==> src/rtl/string_led_receiver.sv <==
// rtl/string_led_receiver.sv - string-LED serial line decoder with word FIFO and Wishbone slave
//
// Purpose: decodes a pulse-width coded string-LED line (MSB-first, 24-bit words)
//   into a word FIFO readable over a Wishbone slave port, with frame and
//   overflow status flags and a level interrupt.
// Ports:
//   wb_clk_i, wb_rst_i   clock, asynchronous active-high reset
//   wbs_*                Wishbone slave (cyc/stb/we/sel/adr/dat_i in; dat_o/ack_o out)
//   sin                  asynchronous serial line, idle low
//   irq                  registered level interrupt
module string_led_receiver #(
  parameter int FDEPTH = 8,   // word FIFO depth, power of two (>= 2)
  parameter int CSIZE  = 16   // pulse counter width (<= 32)
) (
  input  logic        wb_clk_i,
  input  logic        wb_rst_i,
  input  logic        wbs_cyc_i,
  input  logic        wbs_stb_i,
  input  logic        wbs_we_i,
  input  logic [3:0]  wbs_sel_i,
  input  logic [31:0] wbs_adr_i,
  input  logic [31:0] wbs_dat_i,
  output logic [31:0] wbs_dat_o,
  output logic        wbs_ack_o,
  input  logic        sin,
  output logic        irq
);

  localparam int AW = $clog2(FDEPTH);
  localparam int CW = AW + 1;

  typedef enum logic [1:0] {IDLE, HIGH, LOW} state_t;

  logic              s1_q, s_q, sp_q;
  logic              ack_q, irq_q;
  logic [31:0]       dat_q;
  logic              en_q, ie_data_q, ie_frame_q, done_q, err_q, ovf_q;
  logic [CSIZE-1:0]  t_bit_q, t_rst_q, cnt_q;
  state_t            state_q;
  logic [4:0]        bitcnt_q;
  logic [23:0]       shreg_q;
  logic [23:0]       mem_q [FDEPTH];
  logic [AW-1:0]     wp_q, rp_q;
  logic [CW-1:0]     count_q, count_d;

  // Bus decode: a request is accepted only in a cycle where ack is low,
  // which also prevents back-to-back acks.
  logic        req, wr, rd;
  logic [1:0]  reg_sel;
  logic [31:0] wmask, rdata;
  assign req     = wbs_cyc_i & wbs_stb_i & ~ack_q;
  assign wr      = req & wbs_we_i;
  assign rd      = req & ~wbs_we_i;
  assign reg_sel = wbs_adr_i[3:2];
  assign wmask   = {{8{wbs_sel_i[3]}}, {8{wbs_sel_i[2]}}, {8{wbs_sel_i[1]}}, {8{wbs_sel_i[0]}}};

  logic wr_ctrl, wr_tbit, wr_trst;
  assign wr_ctrl = wr && (reg_sel == 2'd0);
  assign wr_tbit = wr && (reg_sel == 2'd1);
  assign wr_trst = wr && (reg_sel == 2'd2);

  // w1c clear strobes for CTRL[10:8]
  logic [2:0] w1c;
  assign w1c = wr_ctrl ? (wbs_dat_i[10:8] & wmask[10:8]) : 3'b000;

  // Edge detect on the synchronized line
  logic rise, fall;
  assign rise = s_q & ~sp_q;
  assign fall = ~s_q & sp_q;

  logic [CSIZE-1:0] cnt_inc;
  logic             bit_val;
  logic [23:0]      new_word;
  assign cnt_inc  = (&cnt_q) ? cnt_q : cnt_q + CSIZE'(1);
  assign bit_val  = (cnt_q >= t_bit_q);
  assign new_word = {shreg_q[22:0], bit_val};

  logic push, frame_end, done_set, err_set;
  assign push      = en_q && (state_q == HIGH) && fall && (bitcnt_q == 5'd23);
  assign frame_end = en_q && (state_q == LOW) && !rise && (cnt_q == t_rst_q);
  assign done_set  = frame_end && (bitcnt_q == 5'd0);
  assign err_set   = frame_end && (bitcnt_q != 5'd0);

  // A pop in the same cycle as a push to a full FIFO frees the slot first,
  // so the push is accepted and nothing overflows.
  logic empty, full, pop, push_ok, ovf_set;
  assign empty   = (count_q == '0);
  assign full    = (count_q == CW'(FDEPTH));
  assign pop     = rd && (reg_sel == 2'd3) && !empty;
  assign push_ok = push && (!full || pop);
  assign ovf_set = push && full && !pop;
  assign count_d = count_q + CW'(push_ok) - CW'(pop);

  always_comb begin
    rdata = 32'd0;
    case (reg_sel)
      2'd0: rdata = {12'd0, 4'(count_q), 5'd0, ovf_q, err_q, done_q,
                     5'd0, ie_frame_q, ie_data_q, en_q};
      2'd1: rdata = 32'(t_bit_q);
      2'd2: rdata = 32'(t_rst_q);
      default: rdata = empty ? 32'd0 : {8'd0, mem_q[rp_q]};
    endcase
  end

  // FIFO storage carries no reset; validity is tracked by the pointers.
  always_ff @(posedge wb_clk_i) begin
    if (push_ok) mem_q[wp_q] <= new_word;
  end

  always_ff @(posedge wb_clk_i or posedge wb_rst_i) begin
    if (wb_rst_i) begin
      s1_q       <= 1'b0;
      s_q        <= 1'b0;
      sp_q       <= 1'b0;
      ack_q      <= 1'b0;
      dat_q      <= 32'd0;
      irq_q      <= 1'b0;
      en_q       <= 1'b0;
      ie_data_q  <= 1'b0;
      ie_frame_q <= 1'b0;
      done_q     <= 1'b0;
      err_q      <= 1'b0;
      ovf_q      <= 1'b0;
      t_bit_q    <= CSIZE'(20);
      t_rst_q    <= CSIZE'(200);
      cnt_q      <= '0;
      state_q    <= IDLE;
      bitcnt_q   <= 5'd0;
      shreg_q    <= 24'd0;
      wp_q       <= '0;
      rp_q       <= '0;
      count_q    <= '0;
    end else begin
      s1_q  <= sin;
      s_q   <= s1_q;
      sp_q  <= s_q;

      ack_q <= req;
      dat_q <= rd ? rdata : 32'd0;

      if (wr_ctrl && wbs_sel_i[0]) {ie_frame_q, ie_data_q, en_q} <= wbs_dat_i[2:0];
      if (wr_tbit) t_bit_q <= (t_bit_q & ~wmask[CSIZE-1:0]) | (wbs_dat_i[CSIZE-1:0] & wmask[CSIZE-1:0]);
      if (wr_trst) t_rst_q <= (t_rst_q & ~wmask[CSIZE-1:0]) | (wbs_dat_i[CSIZE-1:0] & wmask[CSIZE-1:0]);

      // Set wins over a coincident w1c clear.
      done_q <= (done_q & ~w1c[0]) | done_set;
      err_q  <= (err_q  & ~w1c[1]) | err_set;
      ovf_q  <= (ovf_q  & ~w1c[2]) | ovf_set;

      if (push_ok) wp_q <= wp_q + AW'(1);
      if (pop)     rp_q <= rp_q + AW'(1);
      count_q <= count_d;

      irq_q <= (ie_data_q & !empty) | (ie_frame_q & done_q);

      if (!en_q) begin
        state_q  <= IDLE;
        cnt_q    <= '0;
        bitcnt_q <= 5'd0;
      end else begin
        case (state_q)
          IDLE: begin
            if (rise) begin
              state_q <= HIGH;
              cnt_q   <= CSIZE'(1);
            end
          end
          HIGH: begin
            if (fall) begin
              shreg_q  <= new_word;
              bitcnt_q <= (bitcnt_q == 5'd23) ? 5'd0 : bitcnt_q + 5'd1;
              cnt_q    <= CSIZE'(1);
              state_q  <= LOW;
            end else begin
              cnt_q <= cnt_inc;
            end
          end
          LOW: begin
            if (rise) begin
              state_q <= HIGH;
              cnt_q   <= CSIZE'(1);
            end else if (cnt_q == t_rst_q) begin
              // Frame end: a partial word is discarded here.
              state_q  <= IDLE;
              cnt_q    <= '0;
              bitcnt_q <= 5'd0;
              shreg_q  <= 24'd0;
            end else begin
              cnt_q <= cnt_inc;
            end
          end
          default: state_q <= IDLE;
        endcase
      end
    end
  end

  assign wbs_ack_o = ack_q;
  assign wbs_dat_o = dat_q;
  assign irq       = irq_q;

endmodule

==> config.mk <==
export PLATFORM = sky130hd
export DESIGN_NAME = string_led_receiver
export DESIGN_NICKNAME = d
export VERILOG_FILES = /design/src/rtl/string_led_receiver.sv
export SDC_FILE = /design/constraint.sdc
export NUM_CORES = 1
export LEC_CHECK = 0
export CORE_MARGIN = 5
export CORE_UTILIZATION = 30
export DETAILED_ROUTE_END_ITERATION = 8
export SKIP_CTS_REPAIR_TIMING = 1
export SLEW_MARGIN = 30
export SYNTH_ARGS = -nofsm -noshare
export SYNTH_HDL_FRONTEND = slang
export SYNTH_SLANG_ARGS = --single-unit
==> constraint.sdc <==
create_clock -name wb_clk_i -period 5.55 [get_ports wb_clk_i]
set_input_delay 1.11 -clock wb_clk_i [delete_from_list [all_inputs] [get_ports wb_clk_i]]
set_output_delay 1.11 -clock wb_clk_i [all_outputs]
set_load 0.01 [all_outputs]
; ---- After elaboration in Yosys (flattened, before gate mapping)
; Memory sizes are Yosys's and may differ from the RTL's.
; Index checks and enable logic that the tools add are counted.
[word_totals]
latchBits = 0
n_memories = 1
ramBits = 192
elab_cells = 138
inputBits = 74
romBits = 0
out_inout_bits = 34
register_bits = 131
[classes]
add_sub_neg = 6
shift = 0
div = 0
mux = 29
eq_ne = 18
bitwise = 29
reduce_logical = 33
mul = 0
order_cmp = 1
[memory_table]
columns = memory, words, width, rd, rd_clocked_by_memory_dff, write_ports, line_no
row1 = mem_q, 8, 24, 1, 0, 1, 42  ; logic [23:0] mem_q [FDEPTH];
[op_table]
columns = operator, count
row1 = $mux W16, 6
row2 = $pmux W24 S3, 1
row3 = $mux W23, 3
row4 = $and A16 B16 Y16, 3
row5 = $pmux W16 S3, 1
row6 = $pmux W23 S2, 1
row7 = $mux W32, 1
row8 = $or A16 B16 Y16, 2
row9 = $mux W5, 5
row10 = $mux W24, 1
row11 = $logic_and A1 B1 Y1, 17
row12 = $add A16 B1 Y16 const B, 1
row13 = $eq A16 B16 Y1, 1
row14 = $ge A16 B16 Y1, 1
row15 = $not A16 Y16, 1
row16 = $reduce_and A16 Y1, 1
row17 = $and A1 B1 Y1, 11
row18 = $mux W2, 5
row19 = $pmux W5 S2, 1
row20 = $ne A3 B3 Y1 const B, 3
row21 = $not A1 Y1, 7
row22 = $add A3 B1 Y3 const B, 2
row23 = $eq A2 B2 Y1 const B, 3
row24 = $pmux W2 S3, 1
row25 = other kinds (27), 37

; ---- Logic depth before layout (Yosys ltp)
; Gate-level depths: netlist (run 1).
[logic_depth]
ltp_word = 9
mapped_depth = 10
depth_no_buf = 10

; ---- Least setup slack after synthesis (run 1)
; OpenSTA, ideal clock, no wires.
[synth_timing]
kind = input-to-reg
start = in wbs_stb_i
end = mem mem_q[0][0], enable pin
arrival_ps = 3932
stages = 7
required_ps = 5115
setup_ps = 435
n_path_buf = 1
slack_ps = 1183
cell_sequence = nand3b_1 or2_2 clkbuf_1 nand2b_1 a21oi_2 nand2b_1 nor3_1
[synth_between]
elab_chain_len = 9
[synth_lines]
columns = item, line_no
row1 = "start, declared", 18  ; input logic wbs_stb_i,
row2 = $and A1 B1 Y1 (2 in a row), 51  ; assign req = wbs_cyc_i & wbs_stb_i & ~ack_q;
row3 = $and A1 B1 Y1, 53  ; assign rd = req & ~wbs_we_i;
row4 = $logic_and A1 B1 Y1 (2 in a row), 89  ; assign pop = rd && (reg_sel == 2'd3) && !empty;
row5 = $logic_or A1 B1 Y1, 90  ; assign push_ok = push && (!full || pop);
row6 = $logic_and A1 B1 Y1, 90
row7 = $mux W1, 107  ; if (push_ok) mem_q[wp_q] <= new_word;
row8 = $mux W1 (implied by the code), 107
row9 = "end, declared", 42
; Every way passes these cells.

; ---- Final worst setup path (run 1)
[layout_timing]
start = in wbs_adr_i[3]
end = mem mem_q[5][14], enable pin
[layout_between]
elab_chain_len = 7
[layout_lines]
columns = item, line_no
row1 = "start, declared", 21  ; input logic [31:0] wbs_adr_i,
row2 = $eq A2 B2 Y1, 89
row3 = $logic_and A1 B1 Y1 (2 in a row), 89
row4 = $logic_or A1 B1 Y1, 90
row5 = $logic_and A1 B1 Y1, 90
row6 = $mux W1, 107
row7 = $mux W1 (implied by the code), 107
; Every way passes these cells.

==> out/metrics.cfg, run 1 <==
[run_status]
status=completed

[floorplan]
die_area_um2=48810
coreArea_um2=44120
rows=77
die_h_um=220.9
die_w_um=220.9
start_util_pct=30.25
ios=108

[placement]
dp_hpwl_um=18430
placed_cells=1482
place.gp.congestion=0.7997
port_buffers=51

[power_and_ir_drop]
netSwitchingPower_mw=1.725
intPower_mw=4.409
power_frac_seq_pct=46.6
ir_worst_vdd_v=0.0002042
swShare_pct=28.13
leakage_nw=5.698
cellPowerDensity_nw_per_um2=393.8
pwr-share-comb_pct=19.8
clkPwrFrac_pct=33.6
total_power_mw=6.134

[cts]
tritoncts=built
cts_made_buffers=31
cts_sinks=315
clk_pin_slew_worst_paths_ns=0.06
h-tree-depth=1
insertion_delay_ns=0.58
ctsRootBufferMaster=clkbuf_16
cts_max_path_buffers=3

[layout]
area_delta_synth_final_pct=16.70
layout_common_cells=192 x edfxtp_1, 115 x dfrtp_1, 53 x mux2_2
drive_gt1_share_pct=20.78
n_antenna_cell=0
instances_no_fill=1540
final_common_cell=edfxtp_1
nNetsFinal=1028
num-fill-cells=4252

[drt]
vias=7415
remaining_drc_errors=0
wl_per_cell_um=18.92
via_per_inst=4.815
drt_iter0_markers=596
firstDrtPassIters=5
routed_wl_um=29140
drtAntennaViolNets=0

[hold_path]
min_from=s1_q
min_path_cells=0
hp-class=reg2reg
hold_path_end=s_q

[worst_setup_path]
rr_endpoint=mem_q[5][14]
worstReg2RegStart=wbs_ack_o
required_ns=5.78
worstPathArrival_ns=4.15
cpMaxStageDelayCell=a21oi_2
crit_family=buffers and inverters
cp-start-kind=primary input
path_max_fanout=24
ff2ff_setup_slack_ns=2.22
r2r_cells=7
cpPeakStageDelay_ns=0.50
critPathBufInv=4
end_kind=register
path_class=in2reg
path_common_cell=buf_4
critPathLaunch=wbs_adr_i[3]
worstPathCellList=clkdlybuf4s50_1, buf_4, nand2_1, a21oi_1, buf_4, nand2b_1, a21oi_2, nand2_1, nor2_2, buf_4

[logic_synthesis]
syn_area_per_cell_um2=15.59
async_flop_share_pct=39.05
ys.flop_type=edfxtp_1
ys_warn_count=0
synth-seq-area-share_pct=66.30
ys_seq_elements=315
synth.distinct_cells=57
synth_cells=856
synthesis.area_um2=13350
synth_edf_count=192

[grt]
grt_pass1_vias=7679
grt_max_degree=93
track_usage_pct=11.71
antenna_found_initial=0
grt_pass1_wl_um=45710
grt_overflow=0

[sta]
fin_crit_ns=3.919
hold_viol=0
maxSlewViolCount=0
worst_slew_pin_slew_ns=0.9020
max_slew_margin_pct=39.75
finalClockSkew_ns=0.01046
setup_viol=0
rsz0062_at_grt=false
min_period_over_period_pct=70.61
max_freq_mhz=255.2
hold_slack_ns=0.3449
fin_setup_tns_ns=0

[flow_run]
maxCapViolations=0

-- how the worst max path moves through the flow --
stage	endpoint	slack, ns	cells after the start
2_1_floorplan	async pin	1.18	1
3_3_place_gp	mem_q[4][17]	1.09	10
6_report	mem_q[5][14]	1.63	10
3_5_place_dp	mem_q[5][7]	1.02	10
5_1_grt	mem_q[5][11]	1.49	10
4_1_cts	mem_q[5][8]	1.63	10
-- routing by layer --
metal | GRT usage, % | routed length (um)
met5 | 0 | 0
met2 | 19.75 | 14310
met3 | 1.948 | 1263
met4 | 3.922 | 831
met1 | 15.47 | 12740
-- power groups by stage --
| stage | Clock, mW | Combinational (mW) | Sequential, mW |
|---|---|---|---|
| 3_5_place_dp | 0 | 1.22 | 2.92 |
| 5_1_grt | 2.20 | 1.33 | 2.89 |
| 2_1_floorplan | 0 | 1.07 | 2.73 |
| 3_3_place_gp | 0 | 1.20 | 2.91 |
| 6_report | 2.06 | 1.22 | 2.86 |
| 4_1_cts | 2.12 | 1.22 | 2.87 |
-- cells by family after synthesis --
logic type	synth area share (%)
AOI/OAI and AO/OA	6.487
xor gates and xnor gates	1.622
muxes	13.47
DFF	66.30
other	0.02809
buffers and inverters	2.812
adders and majority gates	2.962
and+or+nand+nor	6.318
-- metrics by stage --
stage | instance area, um^2 | setup WS [ns] | utilization, %
after CTS | 15570 | 1.629 | 35.29
after detailed placement | 14570 | 1.020 | 33.03
after global placement | 14570 | 1.089 | 33.03
after global routing | 15580 | 1.488 | 35.30
after floorplan | 13370 | 1.177 | -
final | 15580 | 1.631 | 35.30
-- cell type report --
cell class	count	area [um^2]	area share, %
clock inverter	20	186.4	1.197
inverter	36	142.6	0.9157
tap	592	740.7	4.755
timing repair buffer	71	660.6	4.241
sequential	315	8856	56.85
clock buffer	38	812.0	5.213
multi-input combinational	468	4179	26.83
-- cell usage after synthesis, types with 3 or more instances --
cell        n  area, um^2
nor4_1      7       43.79
o31ai_1     3       22.52
nand2b_1   13       81.33
dfrtp_1   118        2953
a222oi_1    8       80.08
a21oi_1    32       160.2
buf_6       5       56.30
nand3_1    16       80.08
mux4_2     48        1081
nand4_1    10       62.56
a211oi_1    8       60.06
nor2_1     47       176.4
xnor2_1    17       148.9
a22o_1     25       219.0
nand3b_1    4       30.03
mux2i_1    12       120.1
mux2_2     53       596.8
and3_1      4       25.02
a31oi_1     7       43.79
xor2_1      4       35.03
nor2b_1     7       43.79
dfstp_2     5       131.4
edfxtp_1  192        5766
buf_2       6       30.03
ha_1       30       375.4
o21ai_0    26       130.1
nor3_1     12       60.06
nand2_1    34       127.6
buf_4       8       60.06
inv_1      36       135.1
clkbuf_1   23       86.33
Note: power is estimated with default switching activity, not from simulation.
==> inputs of run 2 (changes only) <==
Clock period 5.55 ns to 3.85 ns, I/O delays scaled along.
==> run 2 against run 1 <==
Net effect:
- global-route usage rose by 0.30 points
- sequential power rose by 43%
- clock skew rose by 0.0013 ns
- worst hold slack improved by 0.0030 ns
==> out/metrics.cfg, run 2 (synthesized netlist as in run 1, its figures left out) <==
[floorplan]
die_area_um2=48810  ; unchanged
coreArea_um2=44120  ; unchanged
die_h_um=220.9  ; unchanged
rows=77  ; unchanged
start_util_pct=30.25  ; unchanged
die_w_um=220.9  ; unchanged
ios=108  ; unchanged

[cts]
cts_sinks=315  ; unchanged
h-tree-depth=1  ; unchanged
tritoncts=built
insertion_delay_ns=0.57  ; about the same
cts_max_path_buffers=3  ; unchanged
ctsRootBufferMaster=clkbuf_16
clk_pin_slew_worst_paths_ns=0.06  ; about the same
cts_made_buffers=31  ; unchanged

[sta]
maxSlewViolCount=0  ; unchanged
finalWorstSetupSlack_ns=0.5313  ; -1.100 ns
min_period_over_period_pct=86.20
setup_viol=0  ; unchanged
finalClockSkew_ns=0.01175  ; +0.001292 ns
fin_crit_ns=3.319
hold_viol=0  ; unchanged
rsz0062_at_grt=false
fin_setup_tns_ns=0  ; unchanged
max_slew_margin_pct=32.41  ; -7.3 points
max_freq_mhz=301.3
worst_slew_pin_slew_ns=1.012  ; +0.1098 ns

[placement]
place_ws_ns=0.3762  ; -0.6442 ns
place.gp.congestion=0.8275  ; +3.5%
dp_hpwl_um=19500  ; +5.8%
port_buffers=51  ; unchanged

[run_status]
status=completed

[drt]
dr_wl_met2_um=14580  ; +1.9%
firstDrtPassIters=4  ; -1
vias=7480  ; +0.88%
wl_per_cell_um=19.10  ; +0.97%
met3_length_um=1299  ; +2.9%
routed_wl_um=29690  ; +1.9%
drtAntennaViolNets=0  ; unchanged
remaining_drc_errors=0  ; unchanged
drt_iter0_markers=649  ; +8.9%
via_per_inst=4.813  ; about the same
top_layer=met4
wl_met1_um=13070  ; +2.6%

[worst_setup_path]
end_kind=register
cp-start-kind=register
path_max_fanout=7  ; -71%
worstPathArrival_ns=3.59  ; -0.56 ns
worstPathCellList=inv_1, ha_1, nand3b_1, or4_1, a21oi_2, nand2b_1, nor3_4, buf_4
required_ns=4.12  ; -1.66 ns
cpMaxStageDelayCell=or4_1
cpPeakStageDelay_ns=0.70  ; +0.20 ns
path_class=reg2reg

[layout]
multi_input_area_um2=4189  ; +0.24%
layout_common_cells=192 x edfxtp_1, 116 x dfrtp_1, 53 x mux2_2
register_area_um2=8855  ; about the same
n_antenna_cell=0  ; unchanged
final_common_cell=edfxtp_1
nNetsFinal=1042  ; +1.4%
drive_gt1_share_pct=22.04  ; +1.3 points
num-fill-cells=4200  ; -1.2%
area_delta_synth_final_pct=17.92

[grt]
grt_pass1_vias=7790  ; +1.4%
track_usage_pct=12.01  ; +0.30 points
grt_overflow=0  ; unchanged
antenna_found_initial=0  ; unchanged
grt_pass1_wl_um=47000  ; +2.8%
grt_max_degree=44  ; -53%

[power_and_ir_drop]
pwr-share-comb_pct=20.5  ; +0.7 points
total_power_mw=8.921  ; +45%
ir_worst_vdd_v=0.0003454  ; +69%
cellPowerDensity_nw_per_um2=566.8  ; +44%
intPower_mw=6.445  ; +46%
netSwitchingPower_mw=2.477  ; +44%
leakage_nw=5.774  ; +1.3%
clkPwrFrac_pct=33.7  ; about the same
swShare_pct=27.76  ; -0.37 points
power_frac_seq_pct=45.8  ; -0.8 points

[hold_path]
hp-class=reg2reg

[flow_run]
maxCapViolations=0  ; unchanged

[run 2: changes by cell type in the layout (fill, tap and decap cells not counted), sizes merged]
cell      delta
inv          -4
buf         +14
clkinv       +1
clkinvlp     +2
bufinv       +1
[run 2: path summary, 6_finish.rpt]
path | start | endpoint | cells after the start | slack [ns]
setup reg to reg | state_q[1] | mem_q[0][7] | 8 | 0.53
min in group asynchronous | wb_rst_i | wbs_dat_o[17] | 2 | 0.57
setup / recovery | state_q[1] | mem_q[0][7] | 8 | 0.53
hold reg to reg | s1_q | s_q | 0 | 0.35
max in group asynchronous | wb_rst_i | shreg_q[5] | 3 | 2.53
hold / removal | s1_q | s_q | 0 | 0.35
[run 2: critical path: cells and delay by family, from the launching register on]
| family | cells | cell delay, ns |
|---|---|---|
| compound gates | 1 | 0.39 |
| fa+ha+maj | 1 | 0.28 |
| flops | 1 | 0.39 |
| simple gates | 4 | 1.62 |
| buf+inv | 2 | 0.35 |
[run 2: power by group through the flow]
stage / Combinational, mW / Clock (mW) / Sequential (mW)
2_1_floorplan: 1.54 / 0 / 3.94
3_3_place_gp: 1.82 / 0 / 4.15
3_5_place_dp: 1.84 / 0 / 4.16
4_1_cts: 1.85 / 3.08 / 4.10
5_1_grt: 2.01 / 3.23 / 4.13
6_report: 1.83 / 3.00 / 4.09
[run 2: final cells by class]
| cell class | instances | area share (%) |
|---|---|---|
| tap | 592 | 4.706 |
| sequential | 315 | 56.26 |
| timing repair buffer | 85 | 5.103 |
| multi-input combinational | 468 | 26.61 |
| inverter | 36 | 0.8824 |
| clock buffer | 38 | 5.223 |
| clock inverter | 20 | 1.216 |
[run 2: per-layer routing]
metal | GRT usage (%) | vias to the layer above
met5 | 0 | -
met4 | 3.681 | 0
met1 | 15.90 | 3851
li1 | - | 3424
met3 | 2.107 | 42
met2 | 20.28 | 163
[run 2: metrics by stage]
step / hold WS [ns] / instances / utilization [%] / area (um^2)
after floorplan: 0.3312 / 863 / - / 13390
after global placement: 0.3446 / 1496 / 33.37 / 14730
after detailed placement: 0.3355 / 1496 / 33.37 / 14730
after CTS: 0.3489 / 1554 / 35.67 / 15740
after global routing: 0.3693 / 1554 / 35.67 / 15740
final: 0.3479 / 1554 / 35.67 / 15740
